--- src/rtl/btn_debounce.sv ---
// btn_debounce: push-button conditioner for the doorlock design.
// Synchronizes a raw button pin, rejects contact bounce, and emits a clean
// debounced level plus one-cycle press / release / long-press pulses and a
// "held" level that spans from the long-press pulse until release.
module btn_debounce #(
  parameter int unsigned T_DB   = 1_000_000,   // debounce window, clk cycles
  parameter int unsigned T_LONG = 50_000_000,  // long-press threshold, clk cycles
  parameter bit          INV    = 1'b1,        // 1: button is active-low on din
  parameter int unsigned CNT_W  = 26           // must hold T_LONG-1
) (
  input  logic clk,
  input  logic rst,          // synchronous, active-high
  input  logic din,          // raw asynchronous button pin
  output logic dout,         // debounced level, 1 = pressed
  output logic press,        // pulse on debounced 0->1
  output logic release_evt,  // pulse on debounced 1->0 ("release" is a reserved word)
  output logic long_press,   // pulse after T_LONG pressed cycles
  output logic held          // 1 from long_press until release
);

  localparam logic [CNT_W-1:0] DB_LAST   = CNT_W'(T_DB - 1);
  localparam logic [CNT_W-1:0] LONG_LAST = CNT_W'(T_LONG - 1);

  typedef enum logic [2:0] {
    IDLE,    // released, stable
    DB_ON,   // candidate press, timing the debounce window
    ON,      // pressed, timing the long press
    LONG,    // pressed past the long-press threshold
    DB_OFF   // candidate release, timing the debounce window
  } state_t;

  state_t           state, state_nxt;
  logic [CNT_W-1:0] db_cnt, db_cnt_nxt;
  logic [CNT_W-1:0] hold_cnt, hold_cnt_nxt;
  logic             sync1, sync2;
  logic             s;
  logic             dout_nxt, press_nxt, release_nxt, long_nxt, held_nxt;

  // Two-flop synchronizer; both flops reset to the idle pin level so s = 0.
  always_ff @(posedge clk) begin
    if (rst) begin
      sync1 <= INV;
      sync2 <= INV;
    end else begin
      // NOTE: non-blocking assignments let sync2 capture the old sync1;
      // blocking ones here would collapse the two stages into one.
      sync1 <= din;
      sync2 <= sync1;
    end
  end

  assign s = sync2 ^ INV;

  // State and counter registers.
  always_ff @(posedge clk) begin
    if (rst) begin
      state    <= IDLE;
      db_cnt   <= '0;
      hold_cnt <= '0;
    end else begin
      state    <= state_nxt;
      db_cnt   <= db_cnt_nxt;
      hold_cnt <= hold_cnt_nxt;
    end
  end

  // Next-state and counter update rules.
  always_comb begin
    // NOTE: every target gets a default before the case, so no path can
    // leave a value unassigned and infer a latch.
    state_nxt    = state;
    db_cnt_nxt   = db_cnt;
    hold_cnt_nxt = hold_cnt;
    unique case (state)
      IDLE: begin
        if (s) begin
          state_nxt  = DB_ON;
          db_cnt_nxt = '0;
        end
      end
      DB_ON: begin
        if (!s) begin
          state_nxt = IDLE;                 // bounce rejected
        end else if (db_cnt == DB_LAST) begin
          state_nxt    = ON;
          hold_cnt_nxt = '0;
        end else begin
          db_cnt_nxt = db_cnt + 1'b1;
        end
      end
      ON: begin
        // A falling input wins over hold expiry in the same cycle.
        if (!s) begin
          state_nxt  = DB_OFF;
          db_cnt_nxt = '0;
        end else if (hold_cnt == LONG_LAST) begin
          state_nxt = LONG;
        end else begin
          hold_cnt_nxt = hold_cnt + 1'b1;
        end
      end
      LONG: begin
        if (!s) begin
          state_nxt  = DB_OFF;
          db_cnt_nxt = '0;
        end
      end
      DB_OFF: begin
        // hold_cnt stays frozen so a rejected release resumes the count.
        if (s) begin
          state_nxt = held ? LONG : ON;
        end else if (db_cnt == DB_LAST) begin
          state_nxt = IDLE;
        end else begin
          db_cnt_nxt = db_cnt + 1'b1;
        end
      end
      default: state_nxt = IDLE;
    endcase
  end

  // Output values derived from the transition about to be taken.
  always_comb begin
    dout_nxt    = (state_nxt == ON) || (state_nxt == LONG) || (state_nxt == DB_OFF);
    press_nxt   = (state == DB_ON)  && (state_nxt == ON);
    release_nxt = (state == DB_OFF) && (state_nxt == IDLE);
    long_nxt    = (state == ON)     && (state_nxt == LONG);
    held_nxt    = (state_nxt == LONG) || ((state_nxt == DB_OFF) && held);
  end

  // Registered outputs; reset clears everything without a release pulse.
  always_ff @(posedge clk) begin
    if (rst) begin
      dout        <= 1'b0;
      press       <= 1'b0;
      release_evt <= 1'b0;
      long_press  <= 1'b0;
      held        <= 1'b0;
    end else begin
      dout        <= dout_nxt;
      press       <= press_nxt;
      release_evt <= release_nxt;
      long_press  <= long_nxt;
      held        <= held_nxt;
    end
  end

endmodule

--- config.mk ---
export PLATFORM = sky130hd
export DESIGN_NAME = btn_debounce
export DESIGN_NICKNAME = d
export VERILOG_FILES = /design/src/rtl/btn_debounce.sv
export SDC_FILE = /design/constraint.sdc
export NUM_CORES = 1
export LEC_CHECK = 0
export CAP_MARGIN = 5
export CORE_MARGIN = 5
export CORE_UTILIZATION = 45
export CTS_CLUSTER_SIZE = 28
export DETAILED_ROUTE_END_ITERATION = 16
export PLACE_DENSITY = 0.72
export SYNTH_ARGS = -nofsm -noshare
export SYNTH_HDL_FRONTEND = slang
export SYNTH_SLANG_ARGS = --single-unit
export TNS_END_PERCENT = 1
--- constraint.sdc ---
create_clock -name clk -period 2.19 [get_ports clk]
set_input_delay 0.438 -clock clk [delete_from_list [all_inputs] [get_ports clk]]
set_output_delay 0.438 -clock clk [all_outputs]
set_load 0.05 [all_outputs]
== After elaboration in Yosys (flattened, before gate mapping) ==
Index checks and enable logic that the tools add are counted.

* Register bits: 62
* Input bits: 3
* Output and inout port bits: 5

* Multiplexer cells: 21
* Equality and inequality tests: 16
* Add/sub/neg operators: 2
* Reduce and logical (&&, ||, !) cells: 14

{| class="wikitable"
|+ Operators by type and width
! cell !! count
|-
| $mux 26 || 9
|-
| $pmux 26 s4 || 1
|-
| $add 26x1->26 const B || 2
|-
| $pmux 26 s2 || 1
|-
| $eq 26x20->1 const B || 1
|-
| $eq 26x26->1 const B || 1
|-
| $mux 3 || 8
|-
| $pmux 3 s5 || 1
|-
| $eq 3x2->1 const B || 4
|-
| $ne 2x2->1 const B || 6
|-
| $reduce_and 5->1 || 2
|-
| $eq 3x3->1 const B || 2
|-
| $logic_not 3->1 || 2
|-
| $logic_and 1x1->1 || 4
|-
| $reduce_bool 4->1 || 1
|-
| $eq 3x1->1 const B || 1
|-
| $logic_or 1x1->1 || 3
|-
| $ne 2x1->1 const B || 1
|-
| $reduce_bool 2->1 || 1
|-
| $reduce_or 2->1 || 1
|-
| $mux 1 || 1
|}

== Longest topological paths before layout ==
* Depth after elaboration: 7
* Mapped depth: 8

== Least setup slack after synthesis ==
Ideal clock, no wire load.

* Path type: reg-to-reg
* From: reg db_cnt[0]
* To: reg hold_cnt[5]
* Arrival time: 2304 ps
* Period minus slack after synthesis: 2374 ps
* Stages on the path, launching flop included: 8
* Setup time: 70 ps
* Path slack: -184 ps
* Cell sequence: dfxtp_1 ha_1 nand2_1 or3_4 o41ai_4 nand3b_4 or4_1 a21oi_1

* Cells in the longest elaborated chain, start to end: 3

{| class="wikitable"
|+ Ends and longest elaborated chain
! item !! line !! source
|-
| start, declared || 33 || <nowiki>logic [CNT_W-1:0] db_cnt, db_cnt_nxt;</nowiki>
|-
| start signal, assigned || 62 || <nowiki>db_cnt <= db_cnt_nxt;</nowiki>
|-
| $eq 26x20->1 || 84 || <nowiki>end else if (db_cnt == DB_LAST) begin</nowiki>
|-
| $ne 2x2->1 (no line) || n/a ||
|-
| $reduce_and 5->1 (no line) || n/a ||
|-
| end signal, assigned || 63 || <nowiki>hold_cnt <= hold_cnt_nxt;</nowiki>
|-
| end, declared || 34 || <nowiki>logic [CNT_W-1:0] hold_cnt, hold_cnt_nxt;</nowiki>
|}

Every way passes these cells.
A chain may end at the register's enable or synchronous reset.

== Worst setup path after layout ==
* From: reg db_cnt[6]
* To: reg hold_cnt[20]

Same word-level chain as after synthesis.

==> results summary <==
The total count of max-transition violations in the final report came out at 0. From left edge to right edge, the die measures 93.14 um. The length of the first detailed-routing pass in iterations came out at 4.

The run finished, with violations left. The iteration-0 DRC count of the detailed router is 144. At the pin with the least slew margin, the transition time is 0.5217 ns.

The checks that failed: negative setup slack. The highest layer touched by signal routing is met4. The number of logic stages on the critical path including buffering came out at 7. The category of the critical setup timing path is register to register.

The setup check on the worst reg-to-reg path leaves a slack of -0.03 ns. The largest net degree at the start of global routing is 25. Summed over all nets, the half-perimeter wirelength after detailed placement is slightly above 5 mm. The fraction of the yosys area taken by sequential cells is 0.3990. The per-cell via count in the routed design is 5.598. The leading cell type in the layout, fill and taps excluded is sky130_fd_sc_hd__buf_4. The number of endpoints failing setup at the final stage came out at 9. On the critical path the largest part of the delay comes from simple AND/OR/NAND/NOR gates. The die area is 8675 sq um. The worst clock skew is 0.009217 ns. The weighted congestion reported at the end of routability-driven placement came out at roughly 0.82. For the finished layout, the period the worst path requires is 2.222 ns. The combined buffer and inverter count along the critical path is 1.

The clock tree synthesis step divided the H-tree into 3 levels. The arrival time reported for the critical path endpoint came out at 2.46 ns. The initial antenna violation count was 0. After synthesis the netlist holds a flip-flop and latch count of 62.

The worst slack at placement is -0.07493 ns. The quantity of I/O buffers inserted on ports came out at 7. The number of top-level design ports is 8. The clock-pin slew on the worst setup and hold paths came out at 0.07 ns. The biggest fanout along the worst timing path is 14.

Traced cell by cell, the critical path runs through nor4_2 -> nand4_1 -> o41a_1 -> buf_4 -> nor4_1 -> xnor2_1 -> nor2_1. The post-synthesis cell count is 358. Setup total negative slack on the finished layout was measured at -0.1590 ns. The worst stage delay on the critical path is around 0.44 ns. A synthesized cell averages 8.689 sq um. In this run the static leakage power is 1.468 nW. The last element of the critical path is hold_cnt[20]$_SDFFE_PP0P_. Based on the critical path, the design can be clocked at up to roughly 450 MHz. The area of the mapped netlist came out at 3110 sq um. The power density over the cells came out at 570.3 nW/um^2. In the layout the commonest cells are sky130_fd_sc_hd__buf_4, sky130_fd_sc_hd__dfxtp_1, sky130_fd_sc_hd__nor2_1. The tree is rooted in a sky130_fd_sc_hd__clkbuf_8.

The sum of met2 wire segment lengths after detailed routing came out at about 3.7 mm. STA classifies the critical path startpoint as a register. The normalized max-slew margin came out at 0.6511. The routed metal-1 wire length is between 3 and 4 mm. The count of antenna diodes in the layout came out at 0. The number of nets at the end of the flow came out at about 430. The source-to-sink clock delay at the later pin of the worst-skew pair is 0.35 ns. In the finished design, the share of the clock period the worst path needs comes to 1.015.

The worst setup margin is -0.03243 ns. The fraction of layout instances using a drive strength above 1 is 0.2917. The total nets after synthesis came out at 363.

The first global-routing pass estimated 12.63 mm of wire. The number of distinct library cells after synthesis came out at 53. STA classifies the critical path endpoint as a register. The number of warnings reported in the yosys synthesis log came out at 0. The clock passes through at most 2 buffers.

The final global-route overflow total came out at 0. The vias after detailed routing came out at between 2000 and 3000. The path depth of the worst reg2reg path is 7.

The required time of the worst setup path came out at 2.43 ns. In this run, CTS created clock tree buffers numbering 9. The amount of wire on met3 after detailed routing came out at approximately 190 um. In the routed design, unresolved DRC markers number 0. The final wirelength came out at 7.520 mm. The final number of hold-violating endpoints was 0.

For this design, the slowest cell found on the critical path is sky130_fd_sc_hd__o41a_1. The worst hold path begins at sync1$_SDFF_PP1_. In this run the worst setup path begins at db_cnt[6]$_SDFFE_PP0P_.

TritonCTS built the clock tree. The path class of the lowest-slack min-delay path is register to register. The initial utilization of the core area, before any placement, comes to 0.4604. The routed length per placed instance is 14.69 um. Setup repair after global routing could not meet its margin everywhere. The vertical extent of the die is ~93 um. The count of fill cells added during filler insertion is 551. The count of maximum capacitance violations came out at 0. The number of standard-cell rows in the floorplan came out at 30. The worst ir drop on vdd is around 0.4 mV. The endpoint identified for the worst register-to-register timing path is hold_cnt[20]$_SDFFE_PP0P_. The number of global-route vias before repair is 2766.

The final worst hold slack is about 0.42 ns. The number of clock sinks came out at 62. The core box area is between 6000 and 7000 sq um. The layout-stage area growth over the synthesis result is 33.35%.

The residual antenna-violating net count after detailed routing is 0. For this run, the total global-route usage over all layers was measured as 0.1813. The source of the worst register-to-register timing path is db_cnt[6]$_SDFFE_PP0P_.
==> layout make-up <==
cell class | count | area (sq um) | share of cell area
Clock buffer | 10 | 148.9 | 0.03590
Clock inverter | 6 | 82.58 | 0.01991
Inverter | 8 | 30.03 | 0.007240
Multi-Input combinational cell | 273 | 1943 | 0.4685
Sequential cell | 62 | 1250 | 0.3014
Tap cell | 80 | 100.1 | 0.02413
Timing Repair Buffer | 73 | 593.1 | 0.1430
==> through the flow <==
stage               instances  total power [mW]  instance area [sq um]  utilization
finish                    512             2.365                   4148       0.6139
global route              512             2.454                   4148       0.6139
CTS                       509             2.375                   3978       0.5887
detailed placement        493             1.225                   3740       0.5535
global placement          493             1.223                   3740       0.5535
floorplan                 358             1.193                   3132            -
==> cell usage after synthesis (all sizes together) <==
cell type / count / area, sq um
dfxtp: 62 / 1241
nor2: 54 / 202.7
xor2: 21 / 183.9
nand3: 20 / 105.1
o21ai: 19 / 95.09
nor4: 17 / 118.9
xnor2: 17 / 148.9
nand2: 15 / 56.30
a21oi: 14 / 70.07
or3: 13 / 86.33
clkbuf: 12 / 45.04
nand4: 10 / 77.57
inv: 8 / 30.03
nor4b: 8 / 82.58
nor3: 7 / 35.03
o211ai: 5 / 37.54
and3: 4 / 26.28
and4: 4 / 35.03
nor2b: 4 / 25.02
o2111ai: 4 / 35.03
or2: 4 / 25.02
buf: 3 / 13.76
nand2b: 3 / 18.77
nand4b: 3 / 26.28
nor3b: 3 / 27.52
or4b: 3 / 30.03
a31o: 2 / 17.52
ha: 2 / 25.02
nand3b: 2 / 27.53
o21bai: 2 / 15.01
o31ai: 2 / 15.01
o41ai: 2 / 43.80
a31oi: 1 / 6.260
a41oi: 1 / 16.27
and2: 1 / 6.260
mux2: 1 / 11.26
nor4bb: 1 / 10.01
o2bb2ai: 1 / 8.760
o311a: 1 / 10.01
o41a: 1 / 11.26
or4: 1 / 7.510
==> state kept, by name (all words and copies together), names as in the netlist <==
register	count
hold_cnt	26
sync2	1
long_press	1
held	1
state	3
sync1	1
press	1
dout	1
db_cnt	26
release_evt	1
==> power breakdown <==
group          internal, mW  leakage (nW)  switching (mW)
Clock                 0.703         0.117           0.459
Sequential             1.13         0.502         0.00299
Combinational        0.0286         0.849          0.0429
==> timing repair <==
action | in CTS | in global routing
endpoints found under the setup margin | 5 | 28
resized for setup | 1 | 26
hold buffers | 0 | 0
setup buffers | 0 | 3
pin swaps | 0 | 8
==> layer usage <==
| layer | vias up | GRT usage |
|---|---|---|
| li1 | 1436 | - |
| met1 | 1382 | 0.2239 |
| met2 | 36 | 0.3023 |
| met3 | 12 | 0.05310 |
| met4 | 0 | 0.05983 |
| met5 | - | 0 |
==> cell families after synthesis <==
group	synth area share
adder cells (fa/ha/maj)	0.008044
multiplexers	0.003620
flip-flops	0.3990
AO/OA/AOI/OAI	0.1227
buffers and inverters	0.02856
XOR/XNOR	0.1070
AND/OR/NAND/NOR	0.3310
==> how the worst min path moves through the flow <==
stage / endpoint / slack (ns) / cells after the start
2_1_floorplan: sync2$_SDFF_PP1_ / 0.39 / 1
3_3_place_gp: sync2$_SDFF_PP1_ / 0.39 / 1
3_5_place_dp: sync2$_SDFF_PP1_ / 0.41 / 1
4_1_cts: sync2$_SDFF_PP1_ / 0.42 / 1
5_1_grt: sync2$_SDFF_PP1_ / 0.45 / 1
6_report: sync2$_SDFF_PP1_ / 0.42 / 1
Power figures use the tool's default switching activity.
